`src/rtl/ad9866_spi_pkg.sv`:
```
// ad9866_spi_pkg: shared constants, frame field positions and FSM states for the AD9866 SPI responder
package ad9866_spi_pkg;

    localparam int FRAME_BITS = 16;
    localparam int HDR_BITS   = 8;
    localparam int ADDR_W     = 5;
    localparam int DATA_W     = 8;

    localparam int RW_BIT  = 15;
    localparam int BC_HI   = 14;
    localparam int BC_LO   = 13;
    localparam int ADDR_HI = 12;
    localparam int ADDR_LO = 8;
    localparam int DATA_HI = 7;
    localparam int DATA_LO = 0;

    localparam logic [1:0] IDLE = 2'd0;
    localparam logic [1:0] HDR  = 2'd1;
    localparam logic [1:0] DATA = 2'd2;
    localparam logic [1:0] DONE = 2'd3;

    function automatic logic [7:0] sat_inc(input logic [7:0] v);
        return (v == 8'hFF) ? v : v + 8'd1;
    endfunction

endpackage

```
`src/rtl/ad9866_spi_responder_sync_edge.sv`:
```
// spi_sync_edge: multi-flop synchronizer for one asynchronous pin with registered edge strobes
module spi_sync_edge #(
    parameter int STAGES = 2
) (
    input  logic clk,
    input  logic rst_n,
    input  logic d,
    output logic level,
    output logic rise,
    output logic fall
);

    logic [STAGES-1:0] s;
    logic              prev;

    assign level = s[STAGES-1];

    // Shift the pin through the chain; the chain resets low so a line already low at reset release shows no falling edge
    always_ff @(posedge clk or negedge rst_n) begin
        if (!rst_n) begin
            s    <= '0;
            prev <= 1'b0;
            rise <= 1'b0;
            fall <= 1'b0;
        end else begin
            s    <= {s[STAGES-2:0], d};
            prev <= level;
            rise <= level & ~prev;
            fall <= ~level & prev;
        end
    end

endmodule

```
`src/rtl/ad9866_spi_responder.sv`:
```
// ad9866_spi_responder: AD9866 serial config port responder with local register file and read-back
module ad9866_spi_responder
    import ad9866_spi_pkg::*;
#(
    parameter int NREGS       = 20,
    parameter int SYNC_STAGES = 2
) (
    input  logic        clk,
    input  logic        rst_n,
    input  logic        sclk,
    input  logic        sen_n,
    input  logic        sdio,
    output logic        sdo,
    output logic        wr_valid,
    output logic [4:0]  wr_addr,
    output logic [7:0]  wr_data,
    input  logic [4:0]  rd_addr,
    output logic [7:0]  rd_data,
    output logic [7:0]  frame_err
);

    localparam logic [ADDR_W:0] NREGS_W = NREGS[ADDR_W:0];

    logic                    sclk_lvl, sclk_rise, sclk_fall;
    logic                    sen_lvl, sen_rise, sen_fall;
    logic                    sdio_lvl, sdio_rise, sdio_fall;
    logic                    unused_edges;
    logic [1:0]              state;
    logic [4:0]              cnt;
    logic [FRAME_BITS-2:0]   sh;
    logic [FRAME_BITS-1:0]   sh_nxt;
    logic                    hdr_rw;
    logic [DATA_W-1:0]       sdo_sr;
    logic [DATA_W-1:0]       preload;
    logic [DATA_W-1:0]       regs [2**ADDR_W];
    logic [ADDR_W-1:0]       hdr_addr;
    logic [ADDR_W-1:0]       f_addr;
    logic [DATA_W-1:0]       f_data;
    logic                    f_rw, f_bc_ok;
    logic                    in_frame, hdr_done, frm_done, abort, commit, reject;

    function automatic logic in_range(input logic [ADDR_W-1:0] a);
        return {1'b0, a} < NREGS_W;
    endfunction

    spi_sync_edge #(.STAGES(SYNC_STAGES)) u_sclk (
        .clk(clk), .rst_n(rst_n), .d(sclk), .level(sclk_lvl), .rise(sclk_rise), .fall(sclk_fall)
    );
    spi_sync_edge #(.STAGES(SYNC_STAGES)) u_sen (
        .clk(clk), .rst_n(rst_n), .d(sen_n), .level(sen_lvl), .rise(sen_rise), .fall(sen_fall)
    );
    spi_sync_edge #(.STAGES(SYNC_STAGES)) u_sdio (
        .clk(clk), .rst_n(rst_n), .d(sdio), .level(sdio_lvl), .rise(sdio_rise), .fall(sdio_fall)
    );

    assign unused_edges = ^{sclk_lvl, sen_rise, sdio_rise, sdio_fall};

    // Frame decode works on the shift register including the bit arriving on this rise
    always_comb begin
        sh_nxt   = {sh, sdio_lvl};
        hdr_addr = sh_nxt[ADDR_HI-DATA_W:ADDR_LO-DATA_W];
        f_rw     = sh_nxt[RW_BIT];
        f_bc_ok  = sh_nxt[BC_HI:BC_LO] == 2'b00;
        f_addr   = sh_nxt[ADDR_HI:ADDR_LO];
        f_data   = sh_nxt[DATA_HI:DATA_LO];
        in_frame = (state == HDR) || (state == DATA);
        abort    = in_frame && sen_lvl;
        hdr_done = (state == HDR) && sclk_rise && !sen_lvl && (cnt == 5'(HDR_BITS - 1));
        frm_done = (state == DATA) && sclk_rise && !sen_lvl && (cnt == 5'(FRAME_BITS - 1));
        commit   = frm_done && !f_rw && f_bc_ok && in_range(f_addr);
        reject   = frm_done && !f_bc_ok;
        preload  = (sh_nxt[RW_BIT-DATA_W] && in_range(hdr_addr)) ? regs[hdr_addr] : '0;
    end

    // Frame sequencing: count bits on sclk rises, latch direction after the header, park in DONE until sen_n releases
    always_ff @(posedge clk or negedge rst_n) begin
        if (!rst_n) begin
            state  <= IDLE;
            cnt    <= '0;
            sh     <= '0;
            hdr_rw <= 1'b0;
        end else if (abort) begin
            state <= IDLE;
        end else if (state == IDLE) begin
            cnt   <= '0;
            state <= sen_fall ? HDR : IDLE;
        end else if (in_frame && sclk_rise) begin
            sh  <= sh_nxt[FRAME_BITS-2:0];
            cnt <= cnt + 5'd1;
            if (hdr_done) begin
                state  <= DATA;
                hdr_rw <= sh_nxt[RW_BIT-DATA_W];
            end
            if (frm_done) state <= DONE;
        end else if (state == DONE && sen_lvl) begin
            state <= IDLE;
        end
    end

    // Read data path: preload at header end, shift out MSB first on each sclk fall during a read
    always_ff @(posedge clk or negedge rst_n) begin
        if (!rst_n) begin
            sdo_sr <= '0;
            sdo    <= 1'b0;
        end else if (hdr_done) begin
            sdo_sr <= preload;
            sdo    <= 1'b0;
        end else if (state == DATA && hdr_rw && !sen_lvl) begin
            if (sclk_fall) begin
                sdo    <= sdo_sr[DATA_W-1];
                sdo_sr <= {sdo_sr[DATA_W-2:0], 1'b0};
            end
        end else begin
            sdo <= 1'b0;
        end
    end

    // Register file: flops so reset clears everything and the read preload needs no extra cycle
    always_ff @(posedge clk or negedge rst_n) begin
        if (!rst_n) begin
            for (int i = 0; i < 2**ADDR_W; i++) regs[i] <= '0;
        end else if (commit) begin
            regs[f_addr] <= f_data;
        end
    end

    // Write notification: one-cycle strobe, address and data held until the next commit
    always_ff @(posedge clk or negedge rst_n) begin
        if (!rst_n) begin
            wr_valid <= 1'b0;
            wr_addr  <= '0;
            wr_data  <= '0;
        end else begin
            wr_valid <= commit;
            if (commit) begin
                wr_addr <= f_addr;
                wr_data <= f_data;
            end
        end
    end

    // Local read port: registered, sees the pre-write value in the commit cycle
    always_ff @(posedge clk or negedge rst_n) begin
        if (!rst_n) rd_data <= '0;
        else        rd_data <= in_range(rd_addr) ? regs[rd_addr] : '0;
    end

    // Rejected-frame counter: aborts and bad byte counts, saturating at 255
    always_ff @(posedge clk or negedge rst_n) begin
        if (!rst_n)              frame_err <= '0;
        else if (abort || reject) frame_err <= sat_inc(frame_err);
    end

endmodule

```
`config.mk`:
```
export PLATFORM = sky130hd
export DESIGN_NAME = ad9866_spi_responder
export DESIGN_NICKNAME = d
export VERILOG_FILES = /design/src/rtl/ad9866_spi_pkg.sv /design/src/rtl/ad9866_spi_responder_sync_edge.sv /design/src/rtl/ad9866_spi_responder.sv
export SDC_FILE = /design/constraint.sdc
export NUM_CORES = 1
export LEC_CHECK = 0
export CORE_ASPECT_RATIO = 1.5
export CORE_UTILIZATION = 55
export CTS_CLUSTER_SIZE = 16
export DETAILED_ROUTE_END_ITERATION = 8
export MAX_ROUTING_LAYER = met4
export PLACE_DENSITY = 0.79
export SLEW_MARGIN = 0
export SYNTH_ARGS = -nofsm -noshare
export SYNTH_HDL_FRONTEND = slang
export SYNTH_SLANG_ARGS = --single-unit
```
`constraint.sdc`:
```
create_clock -name clk -period 4 [get_ports clk]
set_input_delay 0.4 -clock clk [delete_from_list [all_inputs] [get_ports clk]]
set_output_delay 0.4 -clock clk [all_outputs]
set_load 0.05 [all_outputs]
```
==> flow_summary.ini, run 1 <==
[outcome]
status = finished with violations
violations = design-rule violations

[grt]
grt_pass1_wl_microns = 54130
track_usage_pct = 24.80
grt_start_max_net_pins = 116
grt_pass1_vias = 9610
antenna_found_initial = 0
grt_overflow = 0

[timing]
setup_viol = 0
setup_tns_ps = 0
relSlewSlack_pct = 28.33
tightest_slew_ps = 1075
slew_viol_final = 0
period_minus_slack_ps = 3061
fin_crit_sh_pct = 76.53
fmax_mhz = 326.7
clock_skew_ps = 11.64
rsz0062_at_grt = false
hold_viol = 0

[synth]
synth-simple-area-share_pct = 7.230
syn_area_sq_um = 15420
avgSynthCellArea_sq_um = 12.55
synth_seq_area_share_pct = 53.39
synthAdderAreaFrac_pct = 0.5680
ys_async_sr_fraction_pct = 100.0
synth_warnings = 0
ys_ff_latch = 329
synth_cells = 1229
synth_mux_area_share_pct = 27.94
synth_fp_nets = 1246
synthXorXnorAreaFrac_pct = 0.3976
synth_flop_cell = dfrtp_1
synth_edf_count = 0
synth_top_family_by_area = multiplexers
synth_compound_area_share_pct = 5.485
yosysUniqueCellTypes = 58

[hold_path]
hold_path_class = input port to register
holdCritStartpoint = sdio
worstHoldEndpoint = u_sdio.s[0]
min_path_cells = 1

[detailed_routing]
viasPerCell = 6.020
ant_nets = 0
vias = 9132
routed_wl_microns = 33180
drt_iter0_markers = 651
drc = 3
wire_per_inst_microns = 21.87
drtPass1Iterations = 7

[clock_network]
cts_resized = 0
clk_latency_ps = 560
cts_tree = done
clkSinkCount = 329
cts_root_buf = clkbuf_16
clockBufferDepth = 3
cts_setup_buffers = 0
path_clk_slew_ps = 70
cts_made_buffers = 30
h-tree-depth = 1

[placement]
dp_hpwl_microns = 22140
dpl_cell_area_sq_um = 15770
port-buffer-count = 40
place.gp.congestion = 0.8695

[worst_setup_path]
slowest_delay_ps = 660
critPathRequiredTime_ps = 4440
crit_fanout = 18
crit_type = register to register
r2r_end = regs[240]
end_kind = register
cp.arrival_ps = 3510
cpMostUsedCell = ha_1
cp-start-kind = register
reg2reg_depth = 9
ff2ff_setup_slack_ps = 940
crit_chain = ha_1 > and3_1 > ha_1 > and3_4 > nand3_4 > inv_2 > nand3b_2 > nor2b_1 > mux2_2
slowest_stage = nor2b_1
rr_startpoint = cnt[0]

[final_layout]
n_fill_cell = 2032
num_antenna_cells = 0
fin_util_pct = 61.69
area_delta_synth_final_pct = 9.648
design_area_sq_um = 16910
fin_nets = 1168
drive_gt1_share_pct = 27.49

[floorplan]
core_sq_um = 27410
initial_core_util_pct = 56.26
die-area_sq_um = 28720
io_pins = 41
die_h_microns = 207.1
die_w_microns = 138.7
rows = 74

[power]
p_leak_nw = 8.107
max-vdd-ir-drop_mv = 0.3344
power_density_nw_per_um2 = 447.0

[job]
maxCapViolations = 0
kinds of logic (layout without fill, tap and decap cells):
group,count (synthesis),count (layout)
AO/OA/AOI/OAI,126,126
XOR/XNOR,7,7
adder cells (fa/ha/maj),7,7
buffers and inverters,190,136
flip-flops,329,329
multiplexers,343,343
AND/OR/NAND/NOR,227,227
power by group:
part | total [mW] | internal (mW) | switching, mW
Sequential | 3.46 | 3.36 | 0.0945
Clock | 3.22 | 1.95 | 1.26
Combinational | 0.883 | 0.329 | 0.555
sequential cells by signal (all words and copies together), names as in the netlist:
signal / count
regs: 256
sh: 15
frame_err: 8
rd_data: 8
sdo_sr: 8
wr_data: 8
cnt: 5
wr_addr: 5
state: 2
u_sclk.s: 2
u_sdio.s: 2
u_sen.s: 2
hdr_rw: 1
sdo: 1
u_sclk.fall: 1
u_sclk.prev: 1
u_sclk.rise: 1
u_sen.fall: 1
u_sen.prev: 1
wr_valid: 1
cells in the mapped netlist, types with 3 or more instances:
library cell / count / area share [%]
a211oi_1: 3 / 0.15
a21oi_1: 24 / 0.78
a221o_1: 6 / 0.39
a22o_1: 3 / 0.17
a22oi_1: 34 / 1.7
a311oi_1: 6 / 0.34
a31oi_1: 6 / 0.24
and2_1: 3 / 0.12
and3_1: 5 / 0.20
buf_1: 7 / 0.17
buf_2: 20 / 0.65
clkbuf_1: 146 / 3.6
dfrtp_1: 329 / 53
ha_1: 7 / 0.57
inv_1: 12 / 0.29
mux2_2: 157 / 11
mux2_4: 8 / 0.78
mux2i_1: 127 / 8.2
mux4_2: 51 / 7.4
nand2_1: 138 / 3.4
nand2_2: 4 / 0.16
nand2b_1: 3 / 0.12
nand3_1: 3 / 0.097
nand4_1: 5 / 0.20
nor2_1: 26 / 0.63
nor2_8: 4 / 0.52
nor2b_1: 11 / 0.45
nor3_1: 4 / 0.13
o21ai_0: 20 / 0.65
o22ai_1: 15 / 0.61
xnor2_1: 6 / 0.34
what timing repair did:
item,in CTS,in global routing
hold buffers,1,0
endpoints found under the setup margin,0,0
hold endpoints to repair,91,0
metal layers:
layer	share of wire, %	track usage, %	routed length (microns)
met4	2.0	7.280	671
met2	53	42.71	17740
met3	3.9	2.612	1302
met1	41	31.05	13470
met5	0	-	0
worst max-delay path: cells and delay by family (launching register included):
kind	cells	cell delay, ps
adder cells (fa/ha/maj)	2	370
buffers and inverters	1	280
flip-flops	1	400
multiplexers	1	410
AND/OR/NAND/NOR	5	1490
placed cells by master (no fill, tap or decap), types with 4 or more instances in the layout:
| master | count |
|---|---|
| nor2b_1 | 11 |
| and3_1 | 5 |
| a22oi_1 | 34 |
| mux4_2 | 51 |
| buf_4 | 23 |
| clkbuf_16 | 31 |
| a311oi_1 | 6 |
| a31oi_1 | 6 |
| clkdlybuf4s50_1 | 37 |
| mux2i_1 | 127 |
| a21oi_1 | 24 |
| nor2_8 | 4 |
| a221o_1 | 6 |
| mux2_4 | 8 |
| clkbuf_8 | 8 |
| o21ai_0 | 20 |
| inv_1 | 12 |
| dfrtp_1 | 327 |
| bufinv_16 | 6 |
| clkinv_2 | 5 |
| nor2_1 | 26 |
| nand4_1 | 5 |
| ha_1 | 7 |
| nand2_1 | 138 |
| nor3_1 | 4 |
| mux2_2 | 157 |
| nand2_2 | 4 |
| o22ai_1 | 15 |
| xnor2_1 | 6 |
worst max-delay path by stage:
stage / depth (start not counted) / slack, ps / start / endpoint
floorplan: 10 / 1640 / cnt[0] / regs[248]
global placement: 9 / 1060 / cnt[0] / regs[246]
detailed placement: 9 / 950 / cnt[0] / regs[240]
CTS: 9 / 940 / cnt[0] / regs[240]
global route: 9 / 720 / cnt[0] / regs[246]
finish: 9 / 940 / cnt[0] / regs[240]
final cells by class:
| class | instances | area, sq um | area share, % |
|---|---|---|---|
| clock buffers | 42 | 897.1 | 5.306 |
| clock inverters | 14 | 231.5 | 1.369 |
| multi-input cells | 710 | 6424 | 37.99 |
| well taps | 342 | 427.9 | 2.531 |
| repair buffers | 67 | 638.1 | 3.774 |
| inverters | 13 | 48.80 | 0.2886 |
| flip-flops and latches | 329 | 8240 | 48.74 |
per-stage QoR:
| stage | instances | hold WS [ps] | setup WS [ps] | total power, mW |
|---|---|---|---|---|
| 2_1_floorplan | 1229 | 104.4 | 1642 | 4.070 |
| 3_3_place_gp | 1460 | 332.1 | 1061 | 4.393 |
| 3_5_place_dp | 1460 | 336.3 | 954.3 | 4.407 |
| 4_1_cts | 1517 | 253.7 | 944.9 | 7.606 |
| 5_1_grt | 1517 | 269.1 | 720.4 | 7.809 |
| 6_report | 1517 | 269.2 | 938.7 | 7.557 |
(Power assumes the default switching activity.)
==> run 2: changes to the inputs <==
- PLACE_DENSITY: 0.79 -> 0.82
- clock period: 4 -> 2.5 ns (I/O delays scaled with it)
==> run 2 against run 1 <==
- worst hold slack worse by 140 ps
- utilization increased by 1.7 points
- the run still ends with design-rule violations left
- sequential share of layout area is 1.3 points lower
- die area is the same
- fmax rose by 27%
- global-route usage grew 1.4 points
- register-to-register slack got worse by 840 ps
- critical path type unchanged
- clock power is 50% higher
- largest cell class unchanged
==> flow_summary.ini, run 2 (synthesis gave the netlist of run 1 again) <==
[detailed_routing]
viasPerCell = 6.070
ant_nets = 0
vias = 9518
wire_per_inst_microns = 22.08
drtPass1Iterations = 7
drt_iter0_markers = 743
routed_wl_microns = 34610
drc = 12

[floorplan]
io_pins = 41
rows = 74
initial_core_util_pct = 56.26
die_h_microns = 207.1
die-area_sq_um = 28720
die_w_microns = 138.7
core_sq_um = 27410

[placement]
port-buffer-count = 40
place.gp.congestion = 0.8952
dp_hpwl_microns = 23520
post-place-ws_ps = -38.40

[worst_setup_path]
ff2ff_setup_slack_ps = 100
crit_type = register to register
crit_fanout = 8
end_kind = register
reg2reg_depth = 10
cp-start-kind = register
critPathRequiredTime_ps = 2950
cp.arrival_ps = 2850
r2r_end = regs[251]
rr_startpoint = cnt[0]

[outcome]
violations = design-rule violations
status = finished with violations

[timing]
setup_viol = 0
clock_skew_ps = 15.15
slew_viol_final = 0
period_minus_slack_ps = 2401
fin_crit_sh_pct = 96.06
fmax_mhz = 416.4
hold_viol = 0
tightest_slew_ps = 921.2
worst_slack_ps = 98.62
rsz0062_at_grt = false
relSlewSlack_pct = 38.59

[clock_network]
cts_made_buffers = 30
cts_root_buf = clkbuf_16
path_clk_slew_ps = 70
clk_latency_ps = 570
clockBufferDepth = 3
h-tree-depth = 1
cts_tree = done
clkSinkCount = 329

[final_layout]
fin_nets = 1221
top_register = regs
layout.cells.most_common_list = dfrtp_1, mux2_2, nand2_1
multiInputGateArea_sq_um = 6437
n_fill_cell = 1973
num_antenna_cells = 0
largest_reg_flops = 256
drive_gt1_share_pct = 30.67
top_regs = regs: 256 flops, sh: 15 flops
regArea_sq_um = 8240
mostFrequentLayoutCell = dfrtp_1
area_delta_synth_final_pct = 12.60

[power]
power_mw = 11.92
p_leak_nw = 8.370
max-vdd-ir-drop_mv = 0.5012
power_density_nw_per_um2 = 686.6

[job]
maxCapViolations = 0

[grt]
grt_pass1_vias = 10349
antenna_found_initial = 0
grt_pass1_wl_microns = 57310
grt_start_max_net_pins = 84
track_usage_pct = 26.20
grt_overflow = 0

[hold_path]
holdCritStartpoint = sclk
worstHoldEndpoint = u_sclk.s[0]
min_path_cells = 1
hold_path_class = input port to register
==> run 2: final cells by class <==
class                      count  area share, %
tap                          342          2.465
multi-input combinational    710          37.08
clock inverter                11         0.7855
inverter                      13         0.2810
clock buffer                  43          5.246
timing repair buffer         120          6.687
sequential                   329          47.46
==> run 2: repair_timing <==
item                                    CTS  global route
hold endpoints to repair                 77             0
pin swaps                                 0             1
setup buffers                             1             3
endpoints found under the setup margin    8            97
resized for setup                         0             3
hold buffers                              1             0
==> run 2: worst max path at each step <==
| stage | slack, ps | from | endpoint | depth (start not counted) |
|---|---|---|---|---|
| 2_1_floorplan | 140 | cnt[0] | regs[248] | 10 |
| 3_3_place_gp | 40 | cnt[1] | regs[249] | 9 |
| 3_5_place_dp | -40 | cnt[1] | regs[248] | 9 |
| 4_1_cts | 50 | cnt[1] | regs[251] | 10 |
| 5_1_grt | 10 | cnt[0] | regs[251] | 10 |
| 6_report | 100 | cnt[0] | regs[251] | 10 |
==> run 2: stage by stage <==
stage | hold WS (ps) | instances | setup TNS (ps) | utilization [%] | instance area (sq um)
after global routing | 115.1 | 1568 | 0 | 63.35 | 17360
after detailed placement | 296.0 | 1509 | -274.6 | 59.29 | 16250
after CTS | 105.6 | 1565 | 0 | 63.22 | 17330
after global placement | 291.8 | 1509 | 0 | 59.29 | 16250
after floorplan | -45.59 | 1229 | 0 | - | 15420
final | 126.5 | 1568 | 0 | 63.35 | 17360
==> run 2: worst max-delay path: stages, from the launching register on <==
cell     delay, ps
dfrtp_1        360
ha_2           190
and3_1         170
ha_1           140
and3_4         200
nand3_4        110
or3_4          370
buf_12         160
nor2b_4        130
buf_12         150
mux2_4         310
==> run 2: metal layers <==
layer,vias up,routed length (microns),GRT usage (%)
met2,227,18070,44.27
li1,4244,-,-
met1,4964,13740,31.58
met5,-,0,-
met4,0,1489,12.53
met3,83,1316,2.797
==> run 2: power breakdown <==
part           internal, mW  leakage (nW)  switching (mW)
combinational         0.634          3.28           0.979
clock                  2.83         0.520            1.99
sequential             5.38          4.57           0.108
total                  8.85          8.37            3.07
